## config.mk

```make
export PLATFORM = sky130hd
export DESIGN_NAME = priority_encoder_reg_flat
export DESIGN_NICKNAME = d
export VERILOG_FILES = /design/src/rtl/priority_encoder_reg_if.sv /design/src/rtl/priority_encoder_reg.sv /design/src/flat_wrapper.sv
export SDC_FILE = /design/constraint.sdc
export NUM_CORES = 1
export LEC_CHECK = 0
export ABC_AREA = 1
export BUFFER_PORTS_ARGS = -buffer_cell sky130_fd_sc_hd__buf_2
export CAP_MARGIN = 5
export CORE_AREA = 2 2 39 41
export DETAILED_ROUTE_END_ITERATION = 8
export DIE_AREA = 0 0 41 43
export PLACE_DENSITY = 0.65
export SYNTH_ARGS = -nofsm -noshare
export SYNTH_HDL_FRONTEND = slang
export SYNTH_SLANG_ARGS = --single-unit
```

## constraint.sdc

```tcl
create_clock -name clk -period 2.3 [get_ports clk]
set_input_delay 0.345 -clock clk [delete_from_list [all_inputs] [get_ports clk]]
set_output_delay 0.345 -clock clk [all_outputs]
set_load 0.01 [all_outputs]
```

## src/rtl/priority_encoder_reg_if.sv

```systemverilog
// Request/grant bundle for the registered priority encoder: capture inputs on one
// side, the valid/ready code output plus status on the other.
interface priority_encoder_reg_if #(
    parameter int N = 4
) ();
    localparam int W = $clog2(N);

    logic         en;
    logic [N-1:0] req;
    logic         out_ready;
    logic         out_valid;
    logic [W-1:0] out_code;
    logic [W:0]   pend_cnt;
    logic         ovf;

    modport master (
        output en, req, out_ready,
        input  out_valid, out_code, pend_cnt, ovf
    );

    modport slave (
        input  en, req, out_ready,
        output out_valid, out_code, pend_cnt, ovf
    );
endinterface

```

## src/rtl/priority_encoder_reg.sv

```systemverilog
// Registered N-to-log2(N) priority encoder: requests accumulate in a pending set and
// the highest-index pending bit is offered as a code held until the consumer accepts it.
module priority_encoder_reg #(
    parameter int N = 4
) (
    input  logic                  clk,
    input  logic                  rst_n,
    priority_encoder_reg_if.slave bus
);
    localparam int W  = $clog2(N);
    localparam int CW = W + 1;

    typedef enum logic {
        IDLE = 1'b0,
        HOLD = 1'b1
    } state_t;

    state_t         state_reg, state_next;
    logic [N-1:0]   pending_reg, pend_next;
    logic [N-1:0]   clr, cap;
    logic [W-1:0]   code_reg, code_next, hi_idx;
    logic [CW-1:0]  cnt_reg, cnt_next;
    logic           ovf_reg, ovf_next;
    logic           acc, load;

    assign acc  = (state_reg == HOLD) && bus.out_ready;
    assign load = (state_reg == IDLE) || acc;

    // Only the bit currently being handed over is cleared; a fresh request on the
    // same line in the same cycle re-sets it.
    generate
        for (genvar gi = 0; gi < N; gi++) begin : g_bits
            assign clr[gi] = acc && (code_reg == W'(gi));
            assign cap[gi] = bus.en && bus.req[gi];
        end
    endgenerate

    assign pend_next = (pending_reg & ~clr) | cap;

    // Ascending scan so the highest set index is the last one written.
    always_comb begin
        hi_idx   = '0;
        cnt_next = '0;
        for (int i = 0; i < N; i++) begin
            if (pend_next[i]) begin
                hi_idx = W'(i);
            end
            cnt_next = cnt_next + CW'(pend_next[i]);
        end
    end

    always_comb begin
        state_next = state_reg;
        code_next  = code_reg;
        if (load) begin
            if (|pend_next) begin
                state_next = HOLD;
                code_next  = hi_idx;
            end else begin
                state_next = IDLE;
            end
        end
        ovf_next = |(cap & pending_reg & ~clr);
    end

    always_ff @(posedge clk or negedge rst_n) begin
        if (!rst_n) begin
            state_reg   <= IDLE;
            pending_reg <= '0;
            code_reg    <= '0;
            cnt_reg     <= '0;
            ovf_reg     <= 1'b0;
        end else begin
            state_reg   <= state_next;
            pending_reg <= pend_next;
            code_reg    <= code_next;
            cnt_reg     <= cnt_next;
            ovf_reg     <= ovf_next;
        end
    end

    always_comb begin
        bus.out_valid = (state_reg == HOLD);
        bus.out_code  = code_reg;
        bus.pend_cnt  = cnt_reg;
        bus.ovf       = ovf_reg;
    end
endmodule

```

## src/flat_wrapper.sv

```systemverilog
// flat-port wrapper written by rule: the top's interface ports become plain ports
module priority_encoder_reg_flat 
#(
    parameter int N = 4
)
  (clk, rst_n, bus_en, bus_req, bus_out_ready, bus_out_valid, bus_out_code, bus_pend_cnt, bus_ovf);
  priority_encoder_reg_if #(.N(N)) bus_i ();
  input  logic clk;
  input  logic rst_n;
  input wire logic [$bits(bus_i.en)-1:0] bus_en;
  input wire logic [$bits(bus_i.req)-1:0] bus_req;
  input wire logic [$bits(bus_i.out_ready)-1:0] bus_out_ready;
  output wire logic [$bits(bus_i.out_valid)-1:0] bus_out_valid;
  output wire logic [$bits(bus_i.out_code)-1:0] bus_out_code;
  output wire logic [$bits(bus_i.pend_cnt)-1:0] bus_pend_cnt;
  output wire logic [$bits(bus_i.ovf)-1:0] bus_ovf;
  assign bus_i.en = bus_en;
  assign bus_i.req = bus_req;
  assign bus_i.out_ready = bus_out_ready;
  assign bus_out_valid = bus_i.out_valid;
  assign bus_out_code = bus_i.out_code;
  assign bus_pend_cnt = bus_i.pend_cnt;
  assign bus_ovf = bus_i.ovf;
  priority_encoder_reg #(.N(N)) u_core (.clk(clk), .rst_n(rst_n), .bus(bus_i));
endmodule
```

==> impl_metrics.sql, run 1 <==
INSERT INTO impl_metrics (metric_group, metric, value, unit) VALUES
('run_status', 'run_status', 'finished, final reports clean', ''),
('synthesis', 'netlist.area_leader.share', '50.1', '%'),
('floorplanning', 'floorplan.die_area', '1760', 'µm²'),
('clocking', 'cts_htree_levels', '1', ''),
('synthesis', 'synth_compound_gate_area_share', '7.29', '%'),
('setup_path', 'cell_count_along_the_critical_path', '10', ''),
('setup_path', 'worst_ep_arrival_time', '2.05', 'ns'),
('setup_path', 'timing_startpoint_of_the_critical_path', 'u_core.bus.out_code[1]', ''),
('floorplanning', 'initial_utilization', '39.7', '%'),
('clocking', 'cts_root_buf', 'sky130_fd_sc_hd__clkbuf_4', ''),
('setup_path', 'crit_path_cell_trace', 'inv_1, nand2_1, o21ai_0, nand2_1, inv_1, ha_1, inv_1, fa_1, inv_1, ha_1', ''),
('setup_path', 'worst-endpoint-required', '2.45', 'ns'),
('synthesis', 'synth_xor_xnor_area_share', '0', '%'),
('layout', 'final_layout_size_suffix_gt1_share', '25.6', '%'),
('clocking', 'clock_latency', '0.27', 'ns'),
('synthesis', 'postSynthAreaPerCell', '8.72', 'µm²'),
('synthesis', 'synthTopCellsByCount', 'sky130_fd_sc_hd__nand2_1, sky130_fd_sc_hd__inv_1, sky130_fd_sc_hd__dfrtp_1, sky130_fd_sc_hd__nor2_1', ''),
('setup_path', 'critPathMostFrequentCell', 'sky130_fd_sc_hd__inv_1', ''),
('synthesis', 'yosys.area_share.adder', '10.5', '%'),
('synthesis', 'number_of_enable_flip_flop_cells_after_synthesis', '0', ''),
('grt', 'overflow', '0', ''),
('timing', 'rsz0062_at_grt', 'false', ''),
('synthesis', 'synth.mux.area_fraction', '0', '%'),
('placed_design', 'gp_congestion', '0.699', ''),
('floorplanning', 'placeableCoreArea', '1380', 'µm²'),
('timing', 'finalSetupTns', '0', 'ns'),
('setup_path', 'timing.critical_path.to', 'u_core.bus.pend_cnt[1]', ''),
('synthesis', 'ys_dominant_reg_cell', 'sky130_fd_sc_hd__dfrtp_1', ''),
('setup_path', 'timing.critical_path.from_type', 'flop', ''),
('power', 'cellLeakagePower', '0.000374', 'µW'),
('run', 'max_cap_violations', '0', ''),
('drt', 'drt_total_wl', '940', 'µm'),
('timing', 'timing.final.crit_share', '82.4', '%'),
('timing', 'setup_viol', '0', ''),
('synthesis', 'netlist_area', '549', 'µm²'),
('synthesis', 'dominant_combinational_cell_family_by_area_after_synthesis', 'simple AND/OR/NAND/NOR gates', ''),
('clocking', 'tritoncts_clock_tree', 'built', ''),
('floorplanning', 'core.rowCount', '14', ''),
('setup_path', 'cp.buffers_inverters', '4', ''),
('floorplanning', 'die_width', '41', 'µm'),
('setup_path', 'criticalPathCategory', 'flop to flop', ''),
('timing', 'max_slew_margin', '83.8', '%'),
('layout', 'nNetsFinal', '95', ''),
('synthesis', 'synth-warning-count', '0', ''),
('layout', 'diodes', '0', ''),
('drt', 'detailedRoute.firstIterationViolations', '4', ''),
('placed_design', 'post_dp_hpwl', '740', 'µm'),
('layout', 'area_growth', '23.0', '%'),
('placed_design', 'postPlaceCellArea', '639', 'µm²'),
('floorplanning', 'io_pins', '15', ''),
('setup_path', 'crit_family', 'adder cells', ''),
('drt', 'routedWlPerCell', '9.59', 'µm'),
('clocking', 'cts.path.max_buffers', '2', ''),
('layout', 'fillers', '142', ''),
('power', 'power_per_cell_area', '896', 'nW/µm²'),
('layout', 'multi_input_logic_area', '221', 'µm²'),
('layout', 'flip_flop_count_of_the_largest_register_all_copies_and_words_added', '4', ''),
('clocking', 'cts_num_sinks', '11', ''),
('power', 'vdd_ir_drop_max', '0.449', 'mV'),
('timing', 'fmaxAchievable', '527', 'MHz'),
('clocking', 'cts-buffers-inserted', '3', ''),
('grt', 'grt_max_degree', '12', ''),
('drt', 'remaining_drc_errors', '0', ''),
('layout', 'sequential_area', '275', 'µm²'),
('grt', 'antenna_found_initial', '0', ''),
('synthesis', 'cell_type_contributing_the_most_total_cell_area_after_synthesis', 'sky130_fd_sc_hd__dfrtp_1', ''),
('synthesis', 'most_frequent_cell_after_synthesis', 'sky130_fd_sc_hd__nand2_1', ''),
('synthesis', 'synth_sequential_area_ratio', '50.1', '%'),
('grt', 'grt_util_all_layers', '13.9', '%'),
('synthesis', 'ys_ff_latch', '11', ''),
('synthesis', 'ys_top_cells_by_area', 'sky130_fd_sc_hd__dfrtp_1, sky130_fd_sc_hd__nand2_1, sky130_fd_sc_hd__inv_1, sky130_fd_sc_hd__ha_1, sky130_fd_sc_hd__fa_1', '');
## area by class of cell
type                            instances  area share (%)
Clock buffer                            4            3.89
Timing Repair Buffer                   15            11.9
Tap cell                               16            2.96
Inverter                               14            7.78
Sequential cell                        11            40.7
Multi-Input combinational cell         38            32.8
## report_power, final
part	internal, µW	switching [µW]	total [µW]
Sequential	249	26.6	276
Clock	67.2	59.5	127
Combinational	83.1	120	203
Total	400	206	606
## cells by family (layout without fill, tap and decap cells)
logic type,after synthesis,after routing
AO/OA/AOI/OAI,5,5
adder cells (fa/ha/maj),4,4
buffers and inverters,14,33
flip-flops,11,11
AND/OR/NAND/NOR,29,29
## tightest hold or removal path, delay by kind of cell
| family | cells | cell delay (ns) |
|---|---|---|
| AND/OR/NAND/NOR | 2 | 0.18 |
| buffers and inverters | 1 | 0.07 |
## how the worst min path moves through the flow
| stage | start | to | slack [ns] | depth (start not counted) |
|---|---|---|---|---|
| floorplan | rst_n | u_core.bus.out_code[0] | 0.05 | 0 |
| global placement | rst_n | u_core.bus.out_code[0] | 0.22 | 1 |
| detailed placement | rst_n | u_core.bus.out_code[0] | 0.23 | 1 |
| CTS | bus_req[1] | u_core.pending_reg[1] | 0.37 | 3 |
| global route | bus_req[1] | u_core.pending_reg[1] | 0.40 | 3 |
| finish | bus_req[1] | u_core.pending_reg[1] | 0.38 | 3 |
## timing repair
item                                   CTS  global route
buffers inserted                         0             0
endpoints found under the hold margin   11             0
hold buffers                             1             0
## routing by layer
layer | part of all wire (%) | up-vias | track usage, % | routed length [µm]
met5 | 0 | - | 0 | 0
met4 | 5.2 | 0 | 14.0 | 49
met3 | 4.0 | 5 | 3.14 | 38
met2 | 48 | 11 | 19.1 | 448
met1 | 43 | 187 | 16.5 | 403
li1 | - | 228 | - | -
## placed cells by master (no fill, tap or decap), types with 3 or more instances in the layout
master                      n
sky130_fd_sc_hd__buf_2     14
sky130_fd_sc_hd__dfrtp_1   11
sky130_fd_sc_hd__nor2_1     4
sky130_fd_sc_hd__nand2_1   19
sky130_fd_sc_hd__clkbuf_4   3
sky130_fd_sc_hd__nand3_1    3
sky130_fd_sc_hd__ha_1       3
sky130_fd_sc_hd__inv_1     14
## metrics by stage
step                setup slack (ns)  hold WS [ns]  instances  utilization (%)  power, µW
floorplan                      0.493        0.0494         63                -        411
global placement               0.405         0.223         93             46.2        481
detailed placement             0.388         0.229         93             46.2        487
CTS                            0.398         0.370         98             48.8        624
global route                   0.217         0.400         98             48.8        670
finish                         0.404         0.383         98             48.8        606
Note: power is estimated with default switching activity, not from simulation.
==> run 2, diff against run 1 <==
PLACE_DENSITY = 0.68   (was 0.65)
clock period = 1.55 ns   (was 2.3 ns; I/O delays follow)
==> run 2 against run 1 <==
Effect of this change: highest routed layer unchanged; clock power is 43% higher; final cell count grew 8.2%; critical endpoint unchanged; largest cell class unchanged; the flow now finishes with violations (negative setup slack); combinational power rose by 110%.
==> impl_metrics.sql, run 2 (synthesis results as in run 1) <==
INSERT INTO impl_metrics (metric_group, metric, value, unit) VALUES
('clocking', 'clock_latency', '0.26', 'ns'),
('power', 'power_per_cell_area', '1330', 'nW/µm²'),
('floorplanning', 'die_ht', '43', 'µm'),
('run', 'max_cap_violations', '0', ''),
('floorplanning', 'initial_utilization', '39.7', '%'),
('clocking', 'cts_htree_levels', '1', ''),
('layout', 'area_growth', '39.0', '%'),
('run_status', 'violations', 'negative setup slack', ''),
('timing', 'fin_skew', '0.00317', 'ns'),
('grt', 'grt_util_all_layers', '12.9', '%'),
('timing', 'final.min_clock_period', '1.71', 'ns'),
('setup_path', 'timing.critical_path.from_type', 'flop', ''),
('clocking', 'cts_num_sinks', '11', ''),
('setup_path', 'worst-endpoint-required', '1.70', 'ns'),
('drt', 'postRouteAntennaNets', '0', ''),
('clocking', 'cts.clk_slew.worst_paths', '0.06', 'ns'),
('placed_design', 'post_dp_hpwl', '830', 'µm'),
('setup_path', 'crit_path_cell_trace', 'inv_2, nand2_2, o21ai_2, nand2_1, inv_1, ha_1, inv_2, fa_2, inv_2, ha_4', ''),
('timing', 'drv_slew', '0', ''),
('clocking', 'cts-buffers-inserted', '3', ''),
('drt', 'route.vias.total', '465', ''),
('grt', 'antenna_found_initial', '0', ''),
('timing', 'tightestPinTransition', '0.229', 'ns'),
('placed_design', 'gp_congestion', '0.790', ''),
('drt', 'remaining_drc_errors', '0', ''),
('timing', 'timing.final.crit_share', '110', '%'),
('placed_design', 'placement.io_buffers', '14', ''),
('drt', 'drt_total_wl', '937', 'µm'),
('min_path', 'hp-class', 'input port to flop', ''),
('power', 'cellLeakagePower', '0.000410', 'µW'),
('layout', 'fillers', '128', ''),
('floorplanning', 'floorplan.die_area', '1760', 'µm²'),
('layout', 'nNetsFinal', '103', ''),
('drt', 'detailedRoute.firstIterationViolations', '4', ''),
('clocking', 'tritoncts_clock_tree', 'built', ''),
('setup_path', 'crit_family', 'adder cells', ''),
('placed_design', 'postPlaceCellArea', '702', 'µm²'),
('setup_path', 'cp.buffers_inverters', '4', ''),
('timing', 'postLayoutSetupSlackWorst', '-0.159', 'ns'),
('floorplanning', 'io_pins', '15', ''),
('drt', 'routed_via_density', '4.39', ''),
('timing', 'rsz0062_at_grt', 'true', ''),
('grt', 'overflow', '0', ''),
('drt', 'drt_first_pass_iters', '4', ''),
('clocking', 'cts_root_buf', 'sky130_fd_sc_hd__clkbuf_4', ''),
('setup_path', 'cp_slowest_cell', 'sky130_fd_sc_hd__dfrtp_1', ''),
('run_status', 'run_status', 'finished, violations left', ''),
('power', 'vdd_ir_drop_max', '0.560', 'mV'),
('floorplanning', 'core.rowCount', '14', ''),
('timing', 'max_slew_margin', '84.7', '%'),
('grt', 'grt_max_degree', '12', ''),
('grt', 'grt_first_pass_wirelength', '1.50', 'mm'),
('layout', 'diodes', '0', ''),
('timing', 'setup_viol', '3', ''),
('timing', 'holdWs', '0.319', 'ns'),
('layout', 'final_core_util', '55.2', '%'),
('setup_path', 'max_stage_delay', '0.39', 'ns'),
('grt', 'first_global_vias', '408', ''),
('setup_path', 'timing.critical_path.fanout_max', '3', ''),
('layout', 'layout.cells.most_common_list', 'sky130_fd_sc_hd__nand2_1, sky130_fd_sc_hd__buf_2, sky130_fd_sc_hd__dfrtp_1', ''),
('timing', 'hold_viol', '0', ''),
('clocking', 'cts.path.max_buffers', '2', ''),
('layout', 'final_layout_size_suffix_gt1_share', '43.3', '%'),
('floorplanning', 'die_width', '41', 'µm'),
('timing', 'fmaxAchievable', '585', 'MHz'),
('layout', 'layout.cells.most_common', 'sky130_fd_sc_hd__nand2_1', ''),
('setup_path', 'criticalPathCategory', 'flop to flop', ''),
('layout', 'finalInstanceArea', '763', 'µm²'),
('setup_path', 'worst_ep_arrival_time', '1.86', 'ns'),
('timing', 'finalSetupTns', '-0.320', 'ns'),
('drt', 'routedWlPerCell', '8.84', 'µm'),
('setup_path', 'critPathMostFrequentCell', 'sky130_fd_sc_hd__inv_2', ''),
('floorplanning', 'placeableCoreArea', '1380', 'µm²'),
('layout', 'flip_flop_count_of_the_largest_register_all_copies_and_words_added', '4', ''),
('setup_path', 'worstSetupEndpointType', 'flop', '');
[run 2: changes by cell type in the layout (fill, tap and decap cells not counted), moves of 2 or more]
cell,delta
sky130_fd_sc_hd__buf_4,+8
sky130_fd_sc_hd__nand2_1,-2
sky130_fd_sc_hd__inv_2,+4
sky130_fd_sc_hd__inv_1,-4
sky130_fd_sc_hd__nand2_2,+2
[run 2: final timing paths]
path | start | end | slack [ns] | cells past startpoint
hold / removal | bus_req[0] | u_core.pending_reg[0] | 0.32 | 5
setup / recovery | u_core.bus.out_code[1] | u_core.bus.pend_cnt[1] | -0.16 | 10
setup reg to reg | u_core.bus.out_code[1] | u_core.bus.pend_cnt[1] | -0.16 | 10
hold reg to reg | u_core.pending_reg[0] | u_core.pending_reg[0] | 0.55 | 2
min in group asynchronous | rst_n | u_core.pending_reg[2] | 0.36 | 2
max in group asynchronous | rst_n | u_core.pending_reg[1] | 1.00 | 2
[run 2: timing repair]
action	in CTS	in global routing
gates cloned	0	0
endpoints found under the hold margin	11	0
endpoints found under the setup margin	3	3
hold buffers	1	0
pin swaps	1	2
resized for setup	6	4
setup buffers	0	0
[run 2: stage by stage]
| step | std cells | total power [µW] | setup WS [ns] |
|---|---|---|---|
| 6_report | 106 | 1010 | -0.159 |
| 5_1_grt | 106 | 1090 | -0.221 |
| 4_1_cts | 106 | 1010 | -0.177 |
| 3_5_place_dp | 101 | 794 | -0.195 |
| 3_3_place_gp | 101 | 786 | -0.155 |
| 2_1_floorplan | 63 | 615 | -0.209 |
[run 2: cell type report]
class	instances	area, µm²	area share (%)
Sequential cell	11	275	36.1
Inverter	14	52.6	6.89
Tap cell	16	20.0	2.62
Timing Repair Buffer	23	140	18.4
Clock buffer	4	26.3	3.44
Multi-Input combinational cell	38	249	32.6
[run 2: power breakdown]
part | leakage [µW] | internal, µW | switching, µW
clock | 0.0000150 | 99.2 | 82.0
sequential | 0.000120 | 370 | 33.3
combinational | 0.000276 | 203 | 226
total | 0.000410 | 672 | 341
[run 2: layer usage]
metal	vias up	part of all wire, %	global-route usage [%]	wire length, µm
met5	-	0	0	0
met4	0	2.0	8.00	19
met3	2	3.3	1.57	31
met2	9	52	20.0	489
met1	211	42	16.0	398
li1	243	-	-	-
[run 2: worst register-to-register path, cell delays in order (launching register included)]
cell and delay (ns):
sky130_fd_sc_hd__dfrtp_1 0.39, sky130_fd_sc_hd__inv_2 0.05, sky130_fd_sc_hd__nand2_2 0.06, sky130_fd_sc_hd__o21ai_2 0.06, sky130_fd_sc_hd__nand2_1 0.10, sky130_fd_sc_hd__inv_1 0.06, sky130_fd_sc_hd__ha_1 0.29, sky130_fd_sc_hd__inv_2 0.04
sky130_fd_sc_hd__fa_2 0.32, sky130_fd_sc_hd__inv_2 0.07, sky130_fd_sc_hd__ha_4 0.18
